$ cat src/rtl/floppy_pkg.sv
`default_nettype none
// ============================================================================
// Module   : floppy_pkg
// Brief    : Shared types and constants for the floppy voice allocator:
//            controller states, age limits and the base half-period table.
// Revision : 1.0 - initial release
// ============================================================================
package floppy_pkg;

  // Controller states.
  typedef enum logic [1:0] {
    ST_IDLE   = 2'd0,
    ST_DECODE = 2'd1,
    ST_SEARCH = 2'd2,
    ST_COMMIT = 2'd3
  } state_t;

  // Default bank geometry.
  localparam int NUM_VOICES_DEF = 6;
  localparam int SP_WIDTH_DEF   = 22;

  // Voice age saturates here; three bits hold it.
  localparam int AGE_MAX = 7;
  localparam int AGE_W   = 3;

  // Base half-period table entries are 22 bits wide.
  localparam int BASE_W = 22;

  // Half-period in 50 MHz clocks of pitch class n, taken for MIDI note n
  // (octave -1): round(50e6 / (2 * 440 * 2^((n-69)/12))).
  // Higher octaves are derived by right shifts.
  localparam logic [BASE_W-1:0] BASE [12] = '{
    22'd3057805, 22'd2886184, 22'd2724195, 22'd2571297,
    22'd2426982, 22'd2290766, 22'd2162195, 22'd2040840,
    22'd1926297, 22'd1818182, 22'd1716135, 22'd1619816
  };

  // Table lookup with a safe zero for the unused codes 12..15.
  function automatic logic [BASE_W-1:0] base_lookup(input logic [3:0] pc);
    logic [BASE_W-1:0] v;
    v = '0;
    if (pc < 4'd12) begin
      v = BASE[pc];
    end
    return v;
  endfunction

endpackage : floppy_pkg
`default_nettype wire

$ cat src/rtl/note_to_period.sv
`default_nettype none
// ============================================================================
// Module   : note_to_period
// Brief    : Converts a MIDI note number into a half-period setpoint. The
//            note is split into octave and pitch class by repeated
//            subtraction of 12 (one step per clock); the pitch class then
//            indexes the base table and the octave shifts the result down.
// Revision : 1.0 - initial release
// ============================================================================
module note_to_period
  import floppy_pkg::*;
#(
  parameter int SP_WIDTH = SP_WIDTH_DEF
) (
  input  logic                clk,
  input  logic                rst,
  input  logic                i_start,
  input  logic                i_abort,
  input  logic [6:0]          i_note,
  output logic                o_done,
  output logic [SP_WIDTH-1:0] o_sp
);

  logic              r_busy;
  logic [6:0]        r_rem;
  logic [3:0]        r_oct;
  logic [BASE_W-1:0] w_base;

  // Iterative octave reduction: rem/oct stay frozen after completion so the
  // setpoint remains valid until the next start.
  always_ff @(posedge clk) begin
    if (rst || i_abort) begin
      r_busy <= 1'b0;
      r_rem  <= '0;
      r_oct  <= '0;
    end else if (i_start) begin
      r_busy <= 1'b1;
      r_rem  <= i_note;
      r_oct  <= '0;
    end else if (r_busy) begin
      if (r_rem >= 7'd12) begin
        r_rem <= r_rem - 7'd12;
        r_oct <= r_oct + 1'b1;
      end else begin
        r_busy <= 1'b0;
      end
    end
  end

  // Done pulses on the single cycle the remainder drops below one octave.
  assign o_done = r_busy && (r_rem < 7'd12);
  assign w_base = base_lookup(r_rem[3:0]);
  assign o_sp   = SP_WIDTH'(w_base >> r_oct);

endmodule : note_to_period
`default_nettype wire

$ cat src/rtl/floppy_voice_alloc.sv
`default_nettype none
// ============================================================================
// Module   : floppy_voice_alloc
// Brief    : MIDI note-on/note-off voice allocator for a bank of floppy
//            drives. Each accepted event is decoded to a setpoint, the voice
//            table is scanned for a match / free / oldest voice, and the
//            per-voice enable and setpoint outputs are updated in one cycle.
// Revision : 1.0 - initial release
// ============================================================================
module floppy_voice_alloc
  import floppy_pkg::*;
#(
  parameter int NUM_VOICES = NUM_VOICES_DEF,
  parameter int SP_WIDTH   = SP_WIDTH_DEF,
  parameter int MIN_NOTE   = 24,
  parameter int MAX_NOTE   = 83
) (
  input  logic                           clk,
  input  logic                           rst,
  input  logic                           ev_valid,
  output logic                           ev_ready,
  input  logic                           ev_on,
  input  logic [6:0]                     ev_note,
  input  logic                           all_off,
  output logic                           busy,
  output logic [NUM_VOICES-1:0]          f_en,
  output logic [NUM_VOICES*SP_WIDTH-1:0] f_sp
);

  localparam int                IDX_W      = (NUM_VOICES > 1) ? $clog2(NUM_VOICES) : 1;
  localparam logic [IDX_W-1:0]  c_LAST_IDX = IDX_W'(NUM_VOICES - 1);
  localparam logic [6:0]        c_MIN_NOTE = 7'(MIN_NOTE);
  localparam logic [6:0]        c_MAX_NOTE = 7'(MAX_NOTE);
  localparam logic [AGE_W-1:0]  c_AGE_MAX  = AGE_W'(AGE_MAX);

  // Controller
  state_t                r_state;
  state_t                w_state_nxt;
  logic                  w_accept;
  logic                  w_in_range;
  logic                  w_dec_start;
  logic                  w_dec_done;
  logic [SP_WIDTH-1:0]   w_sp;

  // Captured event
  logic                  r_ev_on;
  logic [6:0]            r_ev_note;
  logic                  r_in_range;

  // Voice table
  logic [NUM_VOICES-1:0] r_en;
  logic [SP_WIDTH-1:0]   r_sp   [NUM_VOICES];
  logic [6:0]            r_note [NUM_VOICES];
  logic [AGE_W-1:0]      r_age  [NUM_VOICES];

  // Scan results
  logic [IDX_W-1:0]      r_idx;
  logic                  r_match_found;
  logic [IDX_W-1:0]      r_match_idx;
  logic                  r_free_found;
  logic [IDX_W-1:0]      r_free_idx;
  logic [IDX_W-1:0]      r_old_idx;
  logic [AGE_W-1:0]      r_old_age;
  logic [IDX_W-1:0]      w_target;

  assign w_in_range = (ev_note >= c_MIN_NOTE) && (ev_note <= c_MAX_NOTE);

  // Note decoder: started only for in-range events, killed by panic.
  note_to_period #(
    .SP_WIDTH (SP_WIDTH)
  ) u_note_to_period (
    .clk     (clk),
    .rst     (rst),
    .i_start (w_dec_start),
    .i_abort (all_off),
    .i_note  (ev_note),
    .o_done  (w_dec_done),
    .o_sp    (w_sp)
  );

  // State register; panic drops any event in flight.
  always_ff @(posedge clk) begin
    if (rst || all_off) begin
      r_state <= ST_IDLE;
    end else begin
      r_state <= w_state_nxt;
    end
  end

  // Next-state and handshake decode; out-of-range events go straight to
  // COMMIT, where they change nothing.
  always_comb begin
    w_state_nxt = r_state;
    ev_ready    = 1'b0;
    busy        = (r_state != ST_IDLE);
    w_accept    = 1'b0;
    w_dec_start = 1'b0;
    case (r_state)
      ST_IDLE: begin
        ev_ready = ~rst & ~all_off;
        w_accept = ev_valid & ev_ready;
        if (w_accept) begin
          if (w_in_range) begin
            w_state_nxt = ST_DECODE;
            w_dec_start = 1'b1;
          end else begin
            w_state_nxt = ST_COMMIT;
          end
        end
      end
      ST_DECODE: begin
        if (w_dec_done) begin
          w_state_nxt = ST_SEARCH;
        end
      end
      ST_SEARCH: begin
        if (r_idx == c_LAST_IDX) begin
          w_state_nxt = ST_COMMIT;
        end
      end
      ST_COMMIT: begin
        w_state_nxt = ST_IDLE;
      end
      default: begin
        w_state_nxt = ST_IDLE;
      end
    endcase
  end

  // Capture the event at acceptance so the source is free to move on.
  always_ff @(posedge clk) begin
    if (rst) begin
      r_ev_on    <= 1'b0;
      r_ev_note  <= '0;
      r_in_range <= 1'b0;
    end else if (w_accept) begin
      r_ev_on    <= ev_on;
      r_ev_note  <= ev_note;
      r_in_range <= w_in_range;
    end
  end

  // Voice scan, one voice per cycle; results are cleared outside SEARCH so
  // every event starts from a clean slate. Oldest uses a strict compare so
  // ties keep the lower index.
  always_ff @(posedge clk) begin
    if (rst || (r_state != ST_SEARCH)) begin
      r_idx         <= '0;
      r_match_found <= 1'b0;
      r_match_idx   <= '0;
      r_free_found  <= 1'b0;
      r_free_idx    <= '0;
      r_old_idx     <= '0;
      r_old_age     <= '0;
    end else begin
      if (r_en[r_idx] && (r_note[r_idx] == r_ev_note)) begin
        r_match_found <= 1'b1;
        r_match_idx   <= r_idx;
      end
      if (!r_en[r_idx] && !r_free_found) begin
        r_free_found <= 1'b1;
        r_free_idx   <= r_idx;
      end
      if (r_age[r_idx] > r_old_age) begin
        r_old_idx <= r_idx;
        r_old_age <= r_age[r_idx];
      end
      r_idx <= r_idx + 1'b1;
    end
  end

  // Voice chosen for a note-on: retrigger, else lowest free, else oldest.
  always_comb begin
    w_target = r_old_idx;
    if (r_match_found) begin
      w_target = r_match_idx;
    end else if (r_free_found) begin
      w_target = r_free_idx;
    end
  end

  // Voice table update at COMMIT; panic clears enables and ages but leaves
  // the setpoints where they were.
  always_ff @(posedge clk) begin
    if (rst) begin
      r_en <= '0;
      for (int i = 0; i < NUM_VOICES; i++) begin
        r_sp[i]   <= '0;
        r_note[i] <= '0;
        r_age[i]  <= '0;
      end
    end else if (all_off) begin
      r_en <= '0;
      for (int i = 0; i < NUM_VOICES; i++) begin
        r_age[i] <= '0;
      end
    end else if ((r_state == ST_COMMIT) && r_in_range) begin
      if (r_ev_on) begin
        for (int i = 0; i < NUM_VOICES; i++) begin
          if (r_en[i] && (IDX_W'(i) != w_target) && (r_age[i] != c_AGE_MAX)) begin
            r_age[i] <= r_age[i] + 1'b1;
          end
        end
        r_age[w_target] <= '0;
        if (!r_match_found) begin
          r_en[w_target]   <= 1'b1;
          r_sp[w_target]   <= w_sp;
          r_note[w_target] <= r_ev_note;
        end
      end else if (r_match_found) begin
        r_en[r_match_idx]  <= 1'b0;
        r_age[r_match_idx] <= '0;
      end
    end
  end

  assign f_en = r_en;

  // Flatten the setpoint table onto the output bus.
  generate
    for (genvar g = 0; g < NUM_VOICES; g++) begin : g_sp_pack
      assign f_sp[g*SP_WIDTH +: SP_WIDTH] = r_sp[g];
    end
  endgenerate

endmodule : floppy_voice_alloc
`default_nettype wire
$ cat config.mk
export PLATFORM = sky130hd
export DESIGN_NAME = floppy_voice_alloc
export DESIGN_NICKNAME = d
export VERILOG_FILES = /design/src/rtl/floppy_pkg.sv /design/src/rtl/note_to_period.sv /design/src/rtl/floppy_voice_alloc.sv
export SDC_FILE = /design/constraint.sdc
export NUM_CORES = 1
export LEC_CHECK = 0
export CAP_MARGIN = 20
export CORE_MARGIN = 10
export CORE_UTILIZATION = 57
export CTS_BUF_LIST = sky130_fd_sc_hd__clkbuf_4 sky130_fd_sc_hd__clkbuf_8 sky130_fd_sc_hd__clkbuf_16
export DETAILED_ROUTE_END_ITERATION = 8
export PLACE_DENSITY = 0.91
export SYNTH_ARGS = -nofsm -noshare
export SYNTH_HDL_FRONTEND = slang
export SYNTH_SLANG_ARGS = --single-unit
$ cat constraint.sdc
create_clock -name clk -period 5.45 [get_ports clk]
set_input_delay 1.09 -clock clk [delete_from_list [all_inputs] [get_ports clk]]
set_output_delay 1.09 -clock clk [all_outputs]
set_load 0.02 [all_outputs]
Word-level counts from Yosys, hierarchy flattened --
Memory sizes are Yosys's and may differ from the RTL's. A register that Yosys moved wholly into a read port is not among the register bits. Index checks and enable logic that the tools add are counted.
Word-level totals: bits in registers 46, RAM bits 192, ROM bits 352, bits of input ports 12, memories kept 4
Cells by class: add/subtract/negate cells 9, magnitude comparators 12, eq/ne operators 21, shift-type cells 1, mux-type cells 111, bitwise gates (word level) 20, reduce and logical (&&, ||, !) cells 38
Memories:
- (name not given) | words 16, width 22, read ports 1, clocked after memory_dff 0, write ports 0, line floppy_pkg.sv:43 | v = BASE[pc];
- r_sp | words 6, width 22, read ports 6, clocked after memory_dff 0, write ports 6, line floppy_voice_alloc.sv:52 | logic [SP_WIDTH-1:0] r_sp [NUM_VOICES];
- r_note | words 6, width 7, read ports 1, clocked after memory_dff 1, write ports 6, line floppy_voice_alloc.sv:53 | logic [6:0] r_note [NUM_VOICES];
- r_age | words 6, width 3, read ports 7, clocked after memory_dff 1, write ports 7, line floppy_voice_alloc.sv:54 | logic [AGE_W-1:0] r_age [NUM_VOICES];
Operators by type and width (count):
- 22-bit 2-to-1 mux | 4
- 1-bit 2-to-1 mux | 72
- 3-bit 2-to-1 mux | 20
- 7-bit 2-to-1 mux | 4
- 22-bit OR reduction | 1
- 22-bit by 4-bit right shift with 22-bit output | 1
- 3-bit by 1-bit adder with 3-bit output, second input constant | 7
- 1-bit logical AND | 19
- 6-bit 2-to-1 mux | 3
- 3-bit inequality test, second input constant | 6
- 3-bit by 4-bit less-than comparator with 1-bit output, second input constant | 3
- 1-bit bitwise OR | 12
- 2-bit 2-to-1 mux | 4
- 2-bit inequality test, second input constant | 4
- 2-bit case mux with 4 select lines | 1
- 2-bit nonzero test | 4
- 7-bit == test | 1
- 7-bit by 4-bit greater-or-equal comparator with 1-bit output, second input constant | 1
- 7-bit by 5-bit greater-or-equal comparator with 1-bit output, second input constant | 1
- 7-bit less-or-equal comparator, second input constant | 1
- 7-bit by 4-bit less-than comparator with 1-bit output, second input constant | 1
- 7-bit OR reduction | 1
- 7-bit by 4-bit subtractor with 7-bit output, second input constant | 1
- 6-bit AND | 1
- 27 further kinds | 39

Logic depth before layout (Yosys ltp) --
depth in word-level cells 13, gate-level depth with buffers 13, depth with buffers taken out 10

Cells and area by module --
From an unflattened synthesis, not the netlist that was laid out.
Unflattened totals: cell total of the unflattened synthesis 1123, area total of the unflattened synthesis 12324.3 um^2
By module, submodules not included:
- floppy_voice_alloc | times used 1, cells an instance 807, area each 10012.1 um^2, seq. area each 6686.4 um^2
- note_to_period | times used 1, cells an instance 316, area each 2312.2 um^2, seq. area each 240.2 um^2

Worst setup path after synthesis --
OpenSTA, ideal clock, no wires.
kind input port to flip-flop, start point input port rst, end point memory r_note[0][0], enable pin, arrival time 3.059 ns, data required time 5.060 ns, path slack 2.001 ns, stages 6, cell sequence clkbuf_1 > or2_2 > nor2_1 > clkbuf_1 > nand4_1 > nand2b_1
RTL lines:
- start, declared | line floppy_voice_alloc.sv:19 | input logic rst,
- end, declared | line floppy_voice_alloc.sv:53

Worst setup path after layout --
start point input port rst, end point output port ev_ready
On the way: word-level cells in the longest chain between the ends 3
Ends and longest elaborated chain:
- 1-bit NOT | line floppy_voice_alloc.sv:100 | ev_ready = ~rst & ~all_off;
- 1-bit AND | line floppy_voice_alloc.sv:100
- 1-bit 2-to-1 mux | line floppy_voice_alloc.sv:98 | case (r_state)
- end, declared | line floppy_voice_alloc.sv:21 | output logic ev_ready,
No other way between the ends.

==> run summary <==
The run finished with clean final reports. The final number of max-transition violations is 0, and the minimum clock period after layout is 4330 ps. The number of violations of the max-capacitance limit came out at 0. After synthesis the netlist holds a flip-flop and latch count of 252.

The commonest register cell after synthesis was sky130_fd_sc_hd__edfxtp_1. The tools report the final number of hold-violating endpoints as 0. The remaining routing DRC violations was 0.

Setup repair after global routing left no endpoint under its margin. The share of the synthesized area in the top cell type was 46.3%. The first global-routing pass estimated 54.1 mm of wire. In this run the core area contains 53 standard-cell rows. The count of routing violations after the opening detailed-route iteration was 1,572. The cell with the largest stage delay on the worst path was sky130_fd_sc_hd__clkdlybuf4s50_1. The synthesized area divided by synthesized cell count works out to 11.0 sq um. The maximum count of clock buffers along a single path is 3, and the die area is 27,600 sq um.

The portion of the post-synthesis area used by sequential elements was 56.8%. The first-pass detailed-route iteration total was 7. Clock tree synthesis selected as its root buffer the cell sky130_fd_sc_hd__clkbuf_16.

For this design the ratio of total power to cell area is 272 nW/um^2. The tree built by TritonCTS fans out to 252 sinks. The run gives 0 as the antenna violation net count after detailed routing.

Entering global routing, the biggest net connects 39 pins. The largest single stage delay on the critical path is 730 ps. In the final timing run, aggregate negative setup slack is 0 ps. The tools report the post-CTS resize count as 0. The tools report the number of global-route vias before repair as 9,293.

The signal on the critical path passes through clkdlybuf4s50_1 -> or2_2 -> nor2_1 -> clkdlybuf4s50_1. The static power due to leakage was 5.33 nW. The via density per instance is 6.40, and the smallest setup slack after layout is 1120 ps. The async set or reset register ratio after synthesis is 0%, and the setup violation total in the final timing report is 0.

For the total number of vias, the log shows 9,775. At the later pin of the worst-skew pair, clock insertion delay measures 530 ps. The number of antenna violations at the first check in global routing is 0. The logs give 0.00400 W for the overall power consumption and 21,000 sq um for the area of the core.

In the post-synthesis netlist, the biggest area contributors are sky130_fd_sc_hd__edfxtp_1, sky130_fd_sc_hd__dfxtp_1, sky130_fd_sc_hd__nor2_1, sky130_fd_sc_hd__ha_1, sky130_fd_sc_hd__a21oi_1. STA classifies the critical path endpoint as an output port. The logs give 1060 ps for the worst slack after detailed placement and 0.962 for the routability congestion estimate.

TritonCTS built the clock tree. Buffers inserted to repair hold after CTS numbered 0. Wires add up to 35.2 mm.

The Yosys step of the flow raised 0 warnings. The H-tree level count is 1. The post-synth design cell area came out at 12,200 sq um.

The commonest cells after synthesis are sky130_fd_sc_hd__edfxtp_1, sky130_fd_sc_hd__nor2_1, sky130_fd_sc_hd__nand2_1, sky130_fd_sc_hd__a21oi_1, sky130_fd_sc_hd__dfxtp_1. The fill cell instance count of the final layout is 1,392. 0 antenna diodes ended up in the layout.

The final critical path takes up 79.4% of the cycle. The number of nets in the synthesized netlist is 1,153. Cell with the most instances after synthesis: sky130_fd_sc_hd__edfxtp_1. The floorplan die width was 166 um; the buffer count from post-CTS setup fixing was 0. The startpoint class of the critical path is an input port.

152 I/O pins were placed. Of all cell types, the one taking the most synthesized area is sky130_fd_sc_hd__edfxtp_1. The post-route netlist has 8.23% of its cells at a drive strength greater than 1.

For the number of buffers inserted during clock tree synthesis, the log shows 25. Worst-margin pin slew: 1040 ps. For this configuration, the core starts out at a cell density of 58.0%. VDD sags by at most 236 uV. Relative to the synthesized area, the layout overhead comes to 20.5%. After technology mapping, the gate count stands at 1,108. The critical path is of the in -> out type. Worst hold path class: reg -> reg. The tools report the detailed placer's ending HPWL as 24.0 mm. The top fanout value on the critical path was 22; the unique cell type count in the Yosys netlist was 76.

STA puts the critical path data required time at 4360 ps. By instance count, the cell type seen most on the critical path is sky130_fd_sc_hd__clkdlybuf4s50_1. After the last flow step, the layout net total stands at 1,280.

Based on the critical path, the design can be clocked at up to 231 MHz. The count of buffers added on input and output ports is 151. After global routing the overflow that remains totals 0. The number of synthesized flops with an enable pin is 188, and the clock transition at the registers of the reported paths is 60 ps. The tools report the relative slew slack as 30.2%.

The overall die height was 166 um. The run gives 24.2% as the overall track demand over capacity in global routing. In the final routed layout, each cell accounts on average for 23.0 um.

Data arrives at the worst endpoint at 3240 ps. For the final database, setup skew stands at 10.4 ps.
## layout make-up
cell class              count  area, sq um  share of cell area [%]
flip-flops and latches    252         6930                    47.2
multi-input cells         747         4820                    32.8
repair buffers            173         1700                    11.6
clock buffers              30          676                    4.60
well taps                 275          344                    2.34
inverters                  36          135                   0.920
clock inverters            14         85.1                   0.579
## sequential cells by signal (all words and copies together) (netlist names), 2 cells and up
name                    count
r_free_idx                  3
r_state                     2
f_en                        6
r_age                      18
r_ev_note                   7
r_note                     56
r_idx                       3
u_note_to_period.r_rem      7
r_match_idx                 3
r_sp                      132
r_old_idx                   3
u_note_to_period.r_oct      4
r_old_age                   3
## per-layer routing
| layer | GRT usage [%] | share of wire, % | vias to the layer above |
|---|---|---|---|
| met4 | 8.13 | 3.5 | 0 |
| met5 | 0 | 0 | - |
| met2 | 39.1 | 47 | 746 |
| met1 | 31.4 | 36 | 4595 |
| met3 | 5.61 | 13 | 108 |
| li1 | - | - | 4326 |
## metrics by stage
step / std cells / hold WS (ps) / util [%] / cell area, sq um
6_report: 1527 / 467 / 69.9 / 14700
5_1_grt: 1527 / 489 / 69.9 / 14700
4_1_cts: 1526 / 466 / 69.7 / 14700
3_5_place_dp: 1482 / 457 / 66.1 / 13900
3_3_place_gp: 1482 / 449 / 66.1 / 13900
2_1_floorplan: 1108 / 436 / - / 12200
## where the power goes
part	internal (W)	total, W	switching, W
logic	0.000109	0.000264	0.000155
clock network	0.000886	0.00160	0.000714
registers	0.00211	0.00213	0.0000295
total	0.00310	0.00400	0.000899
## worst paths after layout
path	startpoint	slack [ps]	cells after the start	end
setup / recovery	rst	1120	4	ev_ready
hold / removal	u_note_to_period.r_rem[6]	470	2	u_note_to_period.r_rem[6]
setup reg to reg	u_note_to_period.r_rem[1]	1680	8	r_sp[1][10]
hold reg to reg	u_note_to_period.r_rem[6]	470	2	u_note_to_period.r_rem[6]
## cells by family after synthesis
group	share of synthesized area (%)
multiplexers	6.90
AND/OR/NAND/NOR	16.1
XOR/XNOR	0.718
adder cells (fa/ha/maj)	3.39
buffers and inverters	3.63
AO/OA/AOI/OAI	12.4
flip-flops	56.8
## worst max-delay path: cells and delay by family
kind,cells,cell delay (ps)
and+or+nand+nor,2,780
buffers and inverters,2,1350
## cell usage in the layout (no fill, tap or decap), types with 6 or more instances in the layout
master / synthesis / final
sky130_fd_sc_hd__nand2b_1: 31 / 31
sky130_fd_sc_hd__mux2i_1: 39 / 39
sky130_fd_sc_hd__nand3_1: 14 / 14
sky130_fd_sc_hd__nor3_1: 29 / 29
sky130_fd_sc_hd__a22o_1: 6 / 6
sky130_fd_sc_hd__o22ai_1: 6 / 6
sky130_fd_sc_hd__and3_1: 16 / 16
sky130_fd_sc_hd__o21ai_0: 27 / 27
sky130_fd_sc_hd__nor2_1: 151 / 151
sky130_fd_sc_hd__mux2_2: 12 / 12
sky130_fd_sc_hd__a311oi_1: 7 / 7
sky130_fd_sc_hd__inv_1: 33 / 33
sky130_fd_sc_hd__ha_1: 33 / 33
sky130_fd_sc_hd__or3_1: 9 / 9
sky130_fd_sc_hd__o211ai_1: 6 / 6
sky130_fd_sc_hd__a31oi_1: 7 / 7
sky130_fd_sc_hd__clkbuf_16: 0 / 25
sky130_fd_sc_hd__nand2_1: 99 / 99
sky130_fd_sc_hd__a21oi_1: 80 / 80
sky130_fd_sc_hd__buf_4: 2 / 21
sky130_fd_sc_hd__xnor2_1: 6 / 6
sky130_fd_sc_hd__dfxtp_1: 64 / 63
sky130_fd_sc_hd__nand3b_1: 16 / 16
sky130_fd_sc_hd__a211oi_1: 13 / 13
sky130_fd_sc_hd__clkinv_1: 2 / 8
sky130_fd_sc_hd__a221oi_1: 6 / 6
sky130_fd_sc_hd__edfxtp_1: 188 / 188
sky130_fd_sc_hd__o31ai_1: 14 / 14
sky130_fd_sc_hd__o21a_1: 6 / 6
sky130_fd_sc_hd__or2_2: 7 / 7
sky130_fd_sc_hd__clkdlybuf4s50_1: 0 / 151
sky130_fd_sc_hd__mux4_2: 14 / 14
sky130_fd_sc_hd__nor2b_1: 13 / 13
(Power assumes the default switching activity.)
